==> src/rtl/chunked_adder_ctrl_if.sv <==
// Handshake and operand/result bundle for the chunked adder.
// The requester drives start/sub/a/b; the adder returns status and result.
interface chunked_adder_ctrl_if #(parameter int CHUNKS = 4);
    localparam int W = 3 * CHUNKS;

    logic         start;
    logic         sub;
    logic [W-1:0] a;
    logic [W-1:0] b;
    logic         busy;
    logic         done;
    logic [W-1:0] result;
    logic         c_out;
    logic         overflow;

    modport master (output start, sub, a, b,
                    input  busy, done, result, c_out, overflow);
    modport slave  (input  start, sub, a, b,
                    output busy, done, result, c_out, overflow);
endinterface

==> src/rtl/chunked_adder_ctrl.sv <==
// Wide add/subtract sequenced over one 3-bit ripple slice, LSB chunk first,
// with a carry register linking consecutive chunks.
module ripple_carry (
    input  logic [2:0] a,
    input  logic [2:0] b,
    input  logic       cin,
    output logic [2:0] sum,
    output logic       cout
);
    logic [3:0] c;

    assign c[0] = cin;
    for (genvar i = 0; i < 3; i++) begin : g_bit
        assign sum[i]   = a[i] ^ b[i] ^ c[i];
        assign c[i+1]   = (a[i] & b[i]) | (c[i] & (a[i] ^ b[i]));
    end
    assign cout = c[3];
endmodule

module chunked_adder_ctrl #(
    parameter int CHUNKS = 4
) (
    input  logic                 clk,
    input  logic                 rst,
    chunked_adder_ctrl_if.slave  bus
);
    localparam int W  = 3 * CHUNKS;
    localparam int IW = $clog2(CHUNKS);
    localparam logic [IW-1:0] LAST = IW'(CHUNKS - 1);

    typedef enum logic [1:0] {IDLE, RUN, DONE} state_t;

    state_t        state, state_nxt;
    logic [IW-1:0] idx;
    logic [W-1:0]  a_reg, b_reg, result;
    logic          carry_reg, c_out, overflow;
    logic [2:0]    a_chunk, b_chunk, sum;
    logic          cout;
    logic          accept, last;

    assign accept = (state != RUN) && bus.start;
    assign last   = (state == RUN) && (idx == LAST);

    // Chunk select keeps the slice inputs a plain mux, independent of W depth.
    always_comb begin
        a_chunk = '0;
        b_chunk = '0;
        for (int i = 0; i < CHUNKS; i++) begin
            if (idx == IW'(i)) begin
                a_chunk = a_reg[3*i +: 3];
                b_chunk = b_reg[3*i +: 3];
            end
        end
    end

    ripple_carry u_slice (
        .a    (a_chunk),
        .b    (b_chunk),
        .cin  (carry_reg),
        .sum  (sum),
        .cout (cout)
    );

    always_ff @(posedge clk or posedge rst) begin
        if (rst) state <= IDLE;
        else     state <= state_nxt;
    end

    always_comb begin
        state_nxt = state;
        case (state)
            IDLE:    if (bus.start) state_nxt = RUN;
            RUN:     if (idx == LAST) state_nxt = DONE;
            DONE:    state_nxt = bus.start ? RUN : IDLE;
            default: state_nxt = IDLE;
        endcase
    end

    always_comb begin
        bus.busy = (state == RUN);
        bus.done = (state == DONE);
    end

    // Subtract is a + ~b + 1: the operation kind lives entirely in the
    // inverted b_reg and the initial carry-in.
    always_ff @(posedge clk or posedge rst) begin
        if (rst) begin
            idx       <= '0;
            carry_reg <= 1'b0;
            a_reg     <= '0;
            b_reg     <= '0;
            result    <= '0;
            c_out     <= 1'b0;
            overflow  <= 1'b0;
        end else if (accept) begin
            a_reg     <= bus.a;
            b_reg     <= bus.sub ? ~bus.b : bus.b;
            carry_reg <= bus.sub;
            idx       <= '0;
            result    <= '0;
            c_out     <= 1'b0;
            overflow  <= 1'b0;
        end else if (state == RUN) begin
            for (int i = 0; i < CHUNKS; i++) begin
                if (idx == IW'(i)) result[3*i +: 3] <= sum;
            end
            carry_reg <= cout;
            idx       <= idx + IW'(1);
            if (last) begin
                c_out    <= cout;
                overflow <= (a_reg[W-1] == b_reg[W-1]) && (sum[2] != a_reg[W-1]);
            end
        end
    end

    assign bus.result   = result;
    assign bus.c_out    = c_out;
    assign bus.overflow = overflow;
endmodule

==> src/flat_wrapper.sv <==
// flat-port wrapper written by rule: the top's interface ports become plain ports
module chunked_adder_ctrl_flat 
#(
    parameter int CHUNKS = 4
)
  (clk, rst, bus_start, bus_sub, bus_a, bus_b, bus_busy, bus_done, bus_result, bus_c_out, bus_overflow);
  chunked_adder_ctrl_if #(.CHUNKS(CHUNKS)) bus_i ();
  input  logic clk;
  input  logic rst;
  input wire logic [$bits(bus_i.start)-1:0] bus_start;
  input wire logic [$bits(bus_i.sub)-1:0] bus_sub;
  input wire logic [$bits(bus_i.a)-1:0] bus_a;
  input wire logic [$bits(bus_i.b)-1:0] bus_b;
  output wire logic [$bits(bus_i.busy)-1:0] bus_busy;
  output wire logic [$bits(bus_i.done)-1:0] bus_done;
  output wire logic [$bits(bus_i.result)-1:0] bus_result;
  output wire logic [$bits(bus_i.c_out)-1:0] bus_c_out;
  output wire logic [$bits(bus_i.overflow)-1:0] bus_overflow;
  assign bus_i.start = bus_start;
  assign bus_i.sub = bus_sub;
  assign bus_i.a = bus_a;
  assign bus_i.b = bus_b;
  assign bus_busy = bus_i.busy;
  assign bus_done = bus_i.done;
  assign bus_result = bus_i.result;
  assign bus_c_out = bus_i.c_out;
  assign bus_overflow = bus_i.overflow;
  chunked_adder_ctrl #(.CHUNKS(CHUNKS)) u_core (.clk(clk), .rst(rst), .bus(bus_i));
endmodule
==> config.mk <==
export PLATFORM = sky130hd
export DESIGN_NAME = chunked_adder_ctrl_flat
export DESIGN_NICKNAME = d
export VERILOG_FILES = /design/src/rtl/chunked_adder_ctrl_if.sv /design/src/rtl/chunked_adder_ctrl.sv /design/src/flat_wrapper.sv
export SDC_FILE = /design/constraint.sdc
export NUM_CORES = 1
export LEC_CHECK = 0
export CORE_ASPECT_RATIO = 0.8
export CORE_MARGIN = 4
export CORE_UTILIZATION = 65
export CTS_CLUSTER_DIAMETER = 30
export DETAILED_ROUTE_END_ITERATION = 16
export DONT_BUFFER_PORTS = 1
export HOLD_SLACK_MARGIN = 0.02
export PLACE_DENSITY = 0.85
export REMOVE_ABC_BUFFERS = 1
export SLEW_MARGIN = 15
export SYNTH_ARGS = -nofsm -noshare
export SYNTH_HDL_FRONTEND = slang
export SYNTH_SLANG_ARGS = --single-unit
==> constraint.sdc <==
create_clock -name clk -period 5.19 [get_ports clk]
set_input_delay 0.519 -clock clk [delete_from_list [all_inputs] [get_ports clk]]
set_output_delay 0.519 -clock clk [all_outputs]
set_load 0.02 [all_outputs]
==> flow_metrics.env <==
export IMPL_fillers=217
export IMPL_p_int_uw=915.2
export IMPL_post_cts_setup_buffer_count=0
export IMPL_core_area_um2=3131
export IMPL_start_util_pct=68.39
export IMPL_leakage_nw=0.9793
export IMPL_finalHoldViolCount=0
export IMPL_setup_tns_ps=0
export IMPL_synthArstFlopShare_pct=100.0
export IMPL_worstSetupPathType="reg2reg"
export IMPL_nets=218
export IMPL_synth_warnings=0
export IMPL_clkPwrFrac_pct=13.2
export IMPL_yosys_area_top_type="dfrtp_1"
export IMPL_fin_skew_ps=4.247
export IMPL_place_congestion=0.9014
export IMPL_swShare_pct=42.89
export IMPL_drt_iter0_drc=95
export IMPL_synth_area_um2=2141
export IMPL_yosys_top_cells_area="dfrtp_1 (50%), o21ai_0 (6.3%), mux2_4 (4.2%), xnor2_1 (4.1%), a22o_1 (3.3%)"
export IMPL_die_area_um2=4282
export IMPL_cts_tree="done"
export IMPL_wl_per_cell_um=19.39
export IMPL_critPathMaxFanout=16
export IMPL_timing_rr_start="u_core.idx[0]"
export IMPL_cts_buffer_depth=2
export IMPL_synth_edf_count=0
export IMPL_die_w_um=72.17
export IMPL_ctsHtreeMaxLevel=2
export IMPL_grt_pass1_vias=1502
export IMPL_grt_antenna_before_repair=0
export IMPL_viasPerCell=6.359
export IMPL_drv_slew=0
export IMPL_clk_latency_ps=300
export IMPL_syn_instance_count=187
export IMPL_rows=18
export IMPL_hold_class="in2async"
export IMPL_drcViolationCount=0
export IMPL_critPathRequiredTime_ps=5380
export IMPL_end_kind="flop"
export IMPL_area_growth_pct=3.565
export IMPL_netlist_area_leader_share_pct=50.26
export IMPL_hpwl_um=3184
export IMPL_yosysMostFrequentCell="dfrtp_1"
export IMPL_finalSetupViolations=0
export IMPL_grt_pass1_wl_um=7176
export IMPL_clkSinkCount=43
export IMPL_r2r_end="u_core.bus.overflow"
export IMPL_design_power_total_mw=1.603
export IMPL_synth_common_cells="dfrtp_1 (43), o21ai_0 (27), nand2_1 (10), xnor2_1 (10), inv_1 (9)"
export IMPL_rsz0062_at_grt="false"
export IMPL_synth_distinct_cells=38
export IMPL_grt_max_degree=44
export IMPL_start_kind="flop"
export IMPL_fin_crit_sh_pct=62.82
export IMPL_dr_pass1_iters=4
export IMPL_ys_ff_latch=43
export IMPL_syn_avg_cell_area_um2=11.45
export IMPL_cts_resized=0
export IMPL_postCtsHoldBufs=0
export IMPL_status="finished, final reports clean"
export IMPL_max_slew_margin_pct=60.62
export IMPL_clock_root_buffer="clkbuf_8"
export IMPL_drv_cap=0
export IMPL_p_comb_share_pct=48.2
export IMPL_drive_gt1_share_pct=13.11
export IMPL_worst_r2r_path_depth=12
export IMPL_grt_overflow_total=0
export IMPL_clk_pin_slew_ps=70
export IMPL_post_route_min_period_ps=3260
export IMPL_timing_fmax_mhz=306.7
export IMPL_track_usage_pct=22.50
export IMPL_r2r_slack_ps=1930
export IMPL_worstSetupStartpoint="u_core.idx[0]"
export IMPL_ys_seq_area_share_pct=50.26
export IMPL_power_density_nw_per_um2=722.8
export IMPL_synthFlopType="dfrtp_1"
export IMPL_die_y_um=59.33
export IMPL_switchingPower_uw=687.4
export IMPL_postRouteAntennaNets=0
export IMPL_vias=1418
export IMPL_numCtsBuffers=5
export IMPL_cp_arrival_ps=3450
export IMPL_io_buffer_count=0
export IMPL_crit_end="u_core.bus.overflow"
export IMPL_irDropWorstVdd_v=0.0004210
export IMPL_top_level_ports=44
export IMPL_worst_slew_pin_slew_ps=590.8
export IMPL_p_seq_share_pct=38.7
export IMPL_postRouteWirelength_um=4323
export IMPL_antennaDiodeCount=0
[how the worst min path moves through the flow]
| stage | slack (ps) | start | endpoint |
|---|---|---|---|
| after floorplan | 470 | u_core.b_reg[1] | u_core.b_reg[1] |
| after global placement | 510 | u_core.a_reg[1] | u_core.a_reg[1] |
| after detailed placement | 510 | u_core.b_reg[4] | u_core.b_reg[4] |
| after CTS | 250 | rst | u_core.bus.result[1] |
| after global routing | 280 | rst | u_core.bus.c_out |
| final | 230 | rst | u_core.bus.c_out |
[layout by cell type (no fill, tap or decap), types with 3 or more instances in the layout]
cell       n
mux2_4     6
dfrtp_1   43
a32o_1     4
fa_1       3
mux2_2     4
mux2i_1    4
a21oi_1    7
inv_1      9
a22oi_1    4
ha_1       4
nand2_1   10
o21ai_0   27
xnor2_1   10
nand3_1    5
o31ai_1    3
a22o_1     8
clkbuf_8   6
[cells by family after synthesis]
family / synth area share [%]
compound gates: 18.70
flops: 50.26
fa+ha+maj: 5.143
xor+xnor: 4.909
buf+inv: 5.376
simple gates: 6.780
mux: 8.825
[metrics by stage]
step	setup slack, ps	instances	instance area [um2]	utilization [%]	hold WS [ps]
2_1_floorplan	2331	175	2072	-	474.1
5_1_grt	1725	223	2217	70.82	283.5
3_5_place_dp	1999	216	2130	68.03	507.7
3_3_place_gp	2183	216	2130	68.03	511.8
4_1_cts	1978	223	2217	70.82	251.6
6_report	1930	223	2217	70.82	233.7
[metal layers]
metal / GRT usage, % / up-vias / share of wire (%)
met5: 0 / - / 0
met2: 36.06 / 45 / 48
met1: 28.41 / 707 / 43
met3: 8.814 / 8 / 7.1
met4: 6.971 / 0 / 1.6
li1: - / 658 / -
[critical path: stages (launching register included)]
cell and delay [ps]:
dfrtp_1 430, inv_1 120, ha_1 500, a21oi_1 80, o21ai_0 110, a22oi_1 120
fa_1 440, fa_1 360, inv_1 70, fa_1 510, nand2b_1 120, o22ai_1 90
a22o_1 190
[power by group through the flow]
stage               Sequential, mW  Combinational, mW  Clock, mW
finish                       0.620              0.772      0.211
global route                 0.635              0.852      0.229
global placement             0.618              0.719          0
detailed placement           0.624              0.769          0
floorplan                    0.583              0.609          0
CTS                          0.618              0.771      0.216
[area by class of cell]
cell class	instances	area, um2	area share, %
repair buffers	1	7.507	0.3386
multi-input cells	121	949.7	42.83
well taps	40	50.05	2.257
flip-flops and latches	43	1076	48.53
inverters	11	46.29	2.088
clock buffers	6	82.58	3.725
clock inverters	1	5.005	0.2257
(Power assumes the default switching activity.)
